--- src/rtl/trigger_sequencer_if.sv ---
// Sample bus, config write port and capture-control status of the trigger sequencer.
interface trigger_sequencer_if #(
  parameter int DATA_W = 16
);
  logic              sample_en;
  logic [DATA_W-1:0] data_in;
  logic              cfg_we;
  logic [3:0]        cfg_addr;
  logic [DATA_W-1:0] cfg_wdata;
  logic              arm;
  logic              abort;
  logic              sys_run;
  logic              trig;
  logic              armed;
  logic              done;
  logic [1:0]        stage;

  modport master (
    output sample_en, data_in, cfg_we, cfg_addr, cfg_wdata, arm, abort,
    input  sys_run, trig, armed, done, stage
  );

  modport slave (
    input  sample_en, data_in, cfg_we, cfg_addr, cfg_wdata, arm, abort,
    output sys_run, trig, armed, done, stage
  );
endinterface

--- src/rtl/trigger_sequencer.sv ---
// Four-stage value/mask/count trigger that gates the logic analyzer run enable
// and holds capture open for POST_SAMPLES qualified samples after the trigger.
module trigger_sequencer #(
  parameter int DATA_W       = 16,
  parameter int CNT_W        = 8,
  parameter int POST_SAMPLES = 64
) (
  input  logic                clk,
  input  logic                reset,
  trigger_sequencer_if.slave  bus
);
  localparam int NUM_STAGES = 4;
  localparam int PC_W = (POST_SAMPLES < 1) ? 1 : $clog2(POST_SAMPLES + 1);

  typedef enum logic [1:0] {IDLE, ARMED, POST, DONE} state_t;

  state_t                             state;
  logic [NUM_STAGES-1:0][DATA_W-1:0]  value_q;
  logic [NUM_STAGES-1:0][DATA_W-1:0]  mask_q;
  logic [NUM_STAGES-1:0][CNT_W-1:0]   count_q;
  logic [1:0]                         last_q;
  logic [1:0]                         stage_q;
  logic [CNT_W-1:0]                   occ;
  logic [PC_W-1:0]                    pc;
  logic                               sys_run_q, trig_q, armed_q, done_q;

  logic [NUM_STAGES-1:0] hit;
  logic                  match;
  logic [CNT_W-1:0]      count_eff;
  logic                  occ_full;
  logic                  pc_last;

  // Every stage compares in parallel; the active stage selects its result.
  for (genvar s = 0; s < NUM_STAGES; s++) begin : g_stage
    assign hit[s] = ((bus.data_in ^ value_q[s]) & mask_q[s]) == '0;
  end

  assign match     = bus.sample_en & hit[stage_q];
  assign count_eff = (count_q[stage_q] == '0) ? CNT_W'(1) : count_q[stage_q];
  // Widened by one bit so occ+1 cannot wrap when COUNT is all ones.
  assign occ_full  = ((CNT_W+1)'(occ) + (CNT_W+1)'(1)) >= (CNT_W+1)'(count_eff);
  assign pc_last   = ((PC_W+1)'(pc) + (PC_W+1)'(1)) == (PC_W+1)'(POST_SAMPLES);

  always_ff @(posedge clk or posedge reset) begin
    if (reset) begin
      value_q <= '0;
      mask_q  <= '0;
      count_q <= '0;
      last_q  <= '0;
    end else if (bus.cfg_we && state == IDLE) begin
      if (bus.cfg_addr == 4'hF) begin
        last_q <= bus.cfg_wdata[1:0];
      end else begin
        case (bus.cfg_addr[1:0])
          2'd0:    value_q[bus.cfg_addr[3:2]] <= bus.cfg_wdata;
          2'd1:    mask_q[bus.cfg_addr[3:2]]  <= bus.cfg_wdata;
          2'd2:    count_q[bus.cfg_addr[3:2]] <= bus.cfg_wdata[CNT_W-1:0];
          default: ;
        endcase
      end
    end
  end

  always_ff @(posedge clk or posedge reset) begin
    if (reset) begin
      state     <= IDLE;
      stage_q   <= '0;
      occ       <= '0;
      pc        <= '0;
      sys_run_q <= 1'b0;
      trig_q    <= 1'b0;
      armed_q   <= 1'b0;
      done_q    <= 1'b0;
    end else begin
      trig_q <= 1'b0;
      if (bus.abort) begin
        state     <= IDLE;
        stage_q   <= '0;
        occ       <= '0;
        pc        <= '0;
        sys_run_q <= 1'b0;
        armed_q   <= 1'b0;
        done_q    <= 1'b0;
      end else begin
        case (state)
          IDLE, DONE: begin
            if (bus.arm) begin
              state     <= ARMED;
              stage_q   <= '0;
              occ       <= '0;
              sys_run_q <= 1'b1;
              armed_q   <= 1'b1;
              done_q    <= 1'b0;
            end
          end
          ARMED: begin
            if (match) begin
              if (!occ_full) begin
                occ <= occ + CNT_W'(1);
              end else if (stage_q != last_q) begin
                stage_q <= stage_q + 2'd1;
                occ     <= '0;
              end else begin
                trig_q  <= 1'b1;
                occ     <= '0;
                pc      <= '0;
                armed_q <= 1'b0;
                if (POST_SAMPLES == 0) begin
                  state     <= DONE;
                  sys_run_q <= 1'b0;
                  done_q    <= 1'b1;
                end else begin
                  state <= POST;
                end
              end
            end
          end
          POST: begin
            if (bus.sample_en) begin
              if (pc_last) begin
                state     <= DONE;
                sys_run_q <= 1'b0;
                done_q    <= 1'b1;
              end else begin
                pc <= pc + PC_W'(1);
              end
            end
          end
          default: ;
        endcase
      end
    end
  end

  assign bus.sys_run = sys_run_q;
  assign bus.trig    = trig_q;
  assign bus.armed   = armed_q;
  assign bus.done    = done_q;
  assign bus.stage   = stage_q;
endmodule
--- src/flat_wrapper.sv ---
// flat-port wrapper written by rule: the top's interface ports become plain ports
module trigger_sequencer_flat 
#(
  parameter int DATA_W       = 16,
  parameter int CNT_W        = 8,
  parameter int POST_SAMPLES = 64
)
  (clk, reset, bus_sample_en, bus_data_in, bus_cfg_we, bus_cfg_addr, bus_cfg_wdata, bus_arm, bus_abort, bus_sys_run, bus_trig, bus_armed, bus_done, bus_stage);
  trigger_sequencer_if #(.DATA_W(DATA_W)) bus_i ();
  input  logic clk;
  input  logic reset;
  input wire logic [$bits(bus_i.sample_en)-1:0] bus_sample_en;
  input wire logic [$bits(bus_i.data_in)-1:0] bus_data_in;
  input wire logic [$bits(bus_i.cfg_we)-1:0] bus_cfg_we;
  input wire logic [$bits(bus_i.cfg_addr)-1:0] bus_cfg_addr;
  input wire logic [$bits(bus_i.cfg_wdata)-1:0] bus_cfg_wdata;
  input wire logic [$bits(bus_i.arm)-1:0] bus_arm;
  input wire logic [$bits(bus_i.abort)-1:0] bus_abort;
  output wire logic [$bits(bus_i.sys_run)-1:0] bus_sys_run;
  output wire logic [$bits(bus_i.trig)-1:0] bus_trig;
  output wire logic [$bits(bus_i.armed)-1:0] bus_armed;
  output wire logic [$bits(bus_i.done)-1:0] bus_done;
  output wire logic [$bits(bus_i.stage)-1:0] bus_stage;
  assign bus_i.sample_en = bus_sample_en;
  assign bus_i.data_in = bus_data_in;
  assign bus_i.cfg_we = bus_cfg_we;
  assign bus_i.cfg_addr = bus_cfg_addr;
  assign bus_i.cfg_wdata = bus_cfg_wdata;
  assign bus_i.arm = bus_arm;
  assign bus_i.abort = bus_abort;
  assign bus_sys_run = bus_i.sys_run;
  assign bus_trig = bus_i.trig;
  assign bus_armed = bus_i.armed;
  assign bus_done = bus_i.done;
  assign bus_stage = bus_i.stage;
  trigger_sequencer #(.DATA_W(DATA_W), .CNT_W(CNT_W), .POST_SAMPLES(POST_SAMPLES)) u_core (.clk(clk), .reset(reset), .bus(bus_i));
endmodule
--- config.mk ---
export PLATFORM = sky130hd
export DESIGN_NAME = trigger_sequencer_flat
export DESIGN_NICKNAME = d
export VERILOG_FILES = /design/src/rtl/trigger_sequencer_if.sv /design/src/rtl/trigger_sequencer.sv /design/src/flat_wrapper.sv
export SDC_FILE = /design/constraint.sdc
export NUM_CORES = 1
export LEC_CHECK = 0
export ABC_AREA = 0
export CAP_MARGIN = 20
export CELL_PAD_IN_SITES_DETAIL_PLACEMENT = 2
export CELL_PAD_IN_SITES_GLOBAL_PLACEMENT = 2
export CORE_MARGIN = 2
export CORE_UTILIZATION = 38
export DETAILED_ROUTE_END_ITERATION = 10
export GPL_ROUTABILITY_DRIVEN = 0
export PLACE_DENSITY_LB_ADDON = 0.12
export SYNTH_ARGS = -nofsm -noshare
export SYNTH_HDL_FRONTEND = slang
export SYNTH_SLANG_ARGS = --single-unit
--- constraint.sdc ---
create_clock -name clk -period 6.4 [get_ports clk]
set_input_delay 1.28 -clock clk [delete_from_list [all_inputs] [get_ports clk]]
set_output_delay 1.28 -clock clk [all_outputs]
set_load 0.005 [all_outputs]
==> results by group <==
Detailed routing
  – Post-DRT Antenna Nets: 0
  – Vias per cell: 5.326
  – Drt first pass iters: 6
  – Initial detailed-routing violation count: 171
  – # DRC: 0
  – WL final: 24560 um
  – Vias: 5693
  – WL/cell: 22.98 um

Die
  – Die width: 157.8 um
  – Die Area: 24910 um2
  – Placement Rows: 56
  – I/O Pins: 48
  – Core Box Area: 23330 um2
  – Die H: 157.8 um
  – Initial Util: 38.55%

Synth
  – Ys Warns: 0
  – Largest family of logic cells by synthesized area: multiplexers
  – Post-synthesis xor/xnor area fraction: 7.012%
  – Yosys reg bits: 185
  – Post-synth EDFFs: 0
  – Synthesized area: 8994 um2
  – Mapped Cells: 691
  – Fraction of registers with async set/reset: 100.0%
  – Post-synthesis compound-gate area fraction: 7.234%
  – Top cells by count, synth: dfrtp_1, mux2_2, xor2_1
  – Post-synthesis adder-cell area fraction: 1.809%
  – Main synth FF type: dfrtp_1
  – Synth Area in Simple Gates: 7.290%
  – Synth area leaders: dfrtp_1, mux2_2, xor2_1
  – Mux cell area share after synthesis: 22.97%
  – Area share of the largest cell type after synthesis: 51.47%
  – Synth cell types: 56
  – Seq/Total Area, Yosys: 51.47%
  – Most common cell in the netlist: dfrtp_1
  – Post-synthesis net count: 746
  – Post-Syn Area per Cell: 13.02 um2
  – Leading area contributor after synthesis: dfrtp_1

CTS
  – Cts hold-fix bufs: 0
  – Clock-pin slew on the worst setup and hold paths: 0.07 ns
  – Latest clock arrival within the worst-skew pair: 0.44 ns
  – Max Buffers Root-to-Sink: 2
  – Cts bufs inserted: 17
  – CTS tree: done
  – CTS root buf: clkbuf_16
  – Post-cts sizing count: 0
  – H-tree lvl count: 4
  – Post-CTS Setup Repair Bufs: 0
  – Clock sink count: 185

Worst setup path
  – CP cell instances: mux4_2 -> nor4_1 -> a41o_1 -> ha_1 -> nand2b_1 -> a21o_1 -> a21oi_1 -> o31ai_4 -> inv_4 -> o41ai_4 -> nand3_2 -> o31ai_2
  – Critical Path Start Type: flop
  – Worst Path Required: 6.75 ns
  – Crit-path max cell delay: 0.97 ns
  – Worst Path Max Fanout: 19
  – CP startpoint: u_core.bus.stage[0]
  – CP endpoint kind: flop
  – CP arrival: 4.53 ns
  – Worst r2r src: u_core.bus.stage[0]
  – CP max stage cell: dfrtp_1
  – Type of the worst setup path: reg -> reg

GRT
  – Aggregate global-route resource usage: 21.26%
  – Vias in the first global route: 6638
  – First-pass GRT wire length: 39150 um
  – Initial antenna violation count: 0
  – Pin count of the biggest net entering global routing: 91
  – GR Overflow Total: 0

Min path
  – Min-delay worst type: reg -> reg
  – Worst Hold Launch: u_core.count_q[29]

Finish
  – Layout cells sized above 1: 31.47%
  – Reg area: 4629 um2
  – Net count, final: 793
  – Fill cells: 2321
  – Diodes inserted: 0
  – Multi-input logic area: 4174 um2
  – Syn-to-layout area delta: 15.94%

STA
  – Min Tclk post-route: 4.179 ns
  – Setup Viol. Count Final: 0
  – Final slew viol count: 0
  – Final Cycle Share: 65.29%
  – Least-Margin Pin Slew: 1.038 ns
  – Final hold slack: 0.5036 ns
  – Setup tns final: 0 ns
  – Fin Clk Skew: 0.01216 ns
  – FMAX: 239.3 MHz
  – Unrepaired setup endpoints after global routing: false
  – Max_slew headroom: 30.79%
  – Final Hold Viols: 0

Pwr
  – Lkg Pwr: 4.702 nW
  – Total power: 0.004447 W
  – Pwr/cell area: 426.5 nW/um2
  – Max rail drop VDD: 0.1681 mV

Place
  – Port bufs: 47
  – Hpwl dp: 17180 um

Run status
  – Status: completed

Job
  – Max-cap viol count: 0
-- layer usage --
metal	GRT usage (%)	part of all wire, %
met3	3.394	2.5
met5	0	0
met4	4.978	1.3
met2	38.43	53
met1	26.61	43
-- metrics by stage --
step / setup WS [ns] / instance area [um2] / utilization [%] / cells
after CTS: 2.178 / 10430 / 44.69 / 1069
after global routing: 1.805 / 10430 / 44.69 / 1069
after detailed placement: 2.019 / 9834 / 42.15 / 1038
after global placement: 2.114 / 9819 / 42.08 / 1037
final: 2.221 / 10430 / 44.69 / 1069
after floorplan: 0.09127 / 8994 / - / 691
-- cells by family after synthesis --
| kind of cell | after synthesis |
|---|---|
| and+or+nand+nor | 120 |
| AOI/OAI and AO/OA | 77 |
| adders and majority gates | 13 |
| DFF | 185 |
| xor gates and xnor gates | 72 |
| muxes | 176 |
| buffers and inverters | 48 |
-- area by class of cell --
cell class | count | area share (%)
clock buffer | 18 | 4.212
clock inverter | 13 | 1.476
inverter | 19 | 0.7559
multi-input combinational | 458 | 40.03
sequential | 185 | 44.40
tap | 319 | 3.828
timing repair buffer | 57 | 5.304
-- state kept, by name (all words and copies together) (netlist names) --
| register | flops |
|---|---|
| u_core.count_q | 32 |
| u_core.bus.armed | 1 |
| u_core.value_q | 64 |
| u_core.state | 2 |
| u_core.bus.done | 1 |
| u_core.occ | 8 |
| u_core.bus.sys_run | 1 |
| u_core.bus.trig | 1 |
| u_core.last_q | 2 |
| u_core.pc | 7 |
| u_core.bus.stage | 2 |
| u_core.mask_q | 64 |
-- worst max-delay path, delay by kind of cell (launching register included) --
family                   cells  cell delay [ns]
AO/OA/AOI/OAI                6             1.64
adder cells (fa/ha/maj)      1             0.12
buffers and inverters        1             0.10
flip-flops                   1             0.97
multiplexers                 1             0.62
AND/OR/NAND/NOR              3             0.64
-- layout by cell type (no fill, tap or decap), types with 9 or more instances in the layout --
master | synthesis | final
dfrtp_1 | 185 | 185
mux2_2 | 163 | 163
xor2_1 | 69 | 69
clkdlybuf4s50_1 | 0 | 47
a22oi_1 | 32 | 32
nand2_1 | 27 | 27
nor2_1 | 27 | 27
inv_1 | 18 | 17
clkbuf_16 | 0 | 17
ha_1 | 13 | 13
nand2b_1 | 12 | 12
nand3_1 | 12 | 12
nand4_1 | 10 | 10
buf_4 | 3 | 9
-- power breakdown --
group	switching, W	total (W)	internal, W
Clock	0.000505	0.00107	0.000566
Sequential	0.000313	0.00198	0.00166
Combinational	0.000688	0.00140	0.000712
-- worst paths after layout --
check                                           to  slack (ns)  depth (start not counted)
min in group asynchronous       u_core.value_q[19]        1.34                          2
worst max register to register        u_core.pc[6]        2.22                         12
worst min-delay path            u_core.count_q[29]        0.50                          1
worst max-delay path                  u_core.pc[6]        2.22                         12
max in group asynchronous        u_core.mask_q[27]        3.83                          3
worst min register to register  u_core.count_q[29]        0.50                          1
Note: power is estimated with default switching activity, not from simulation.
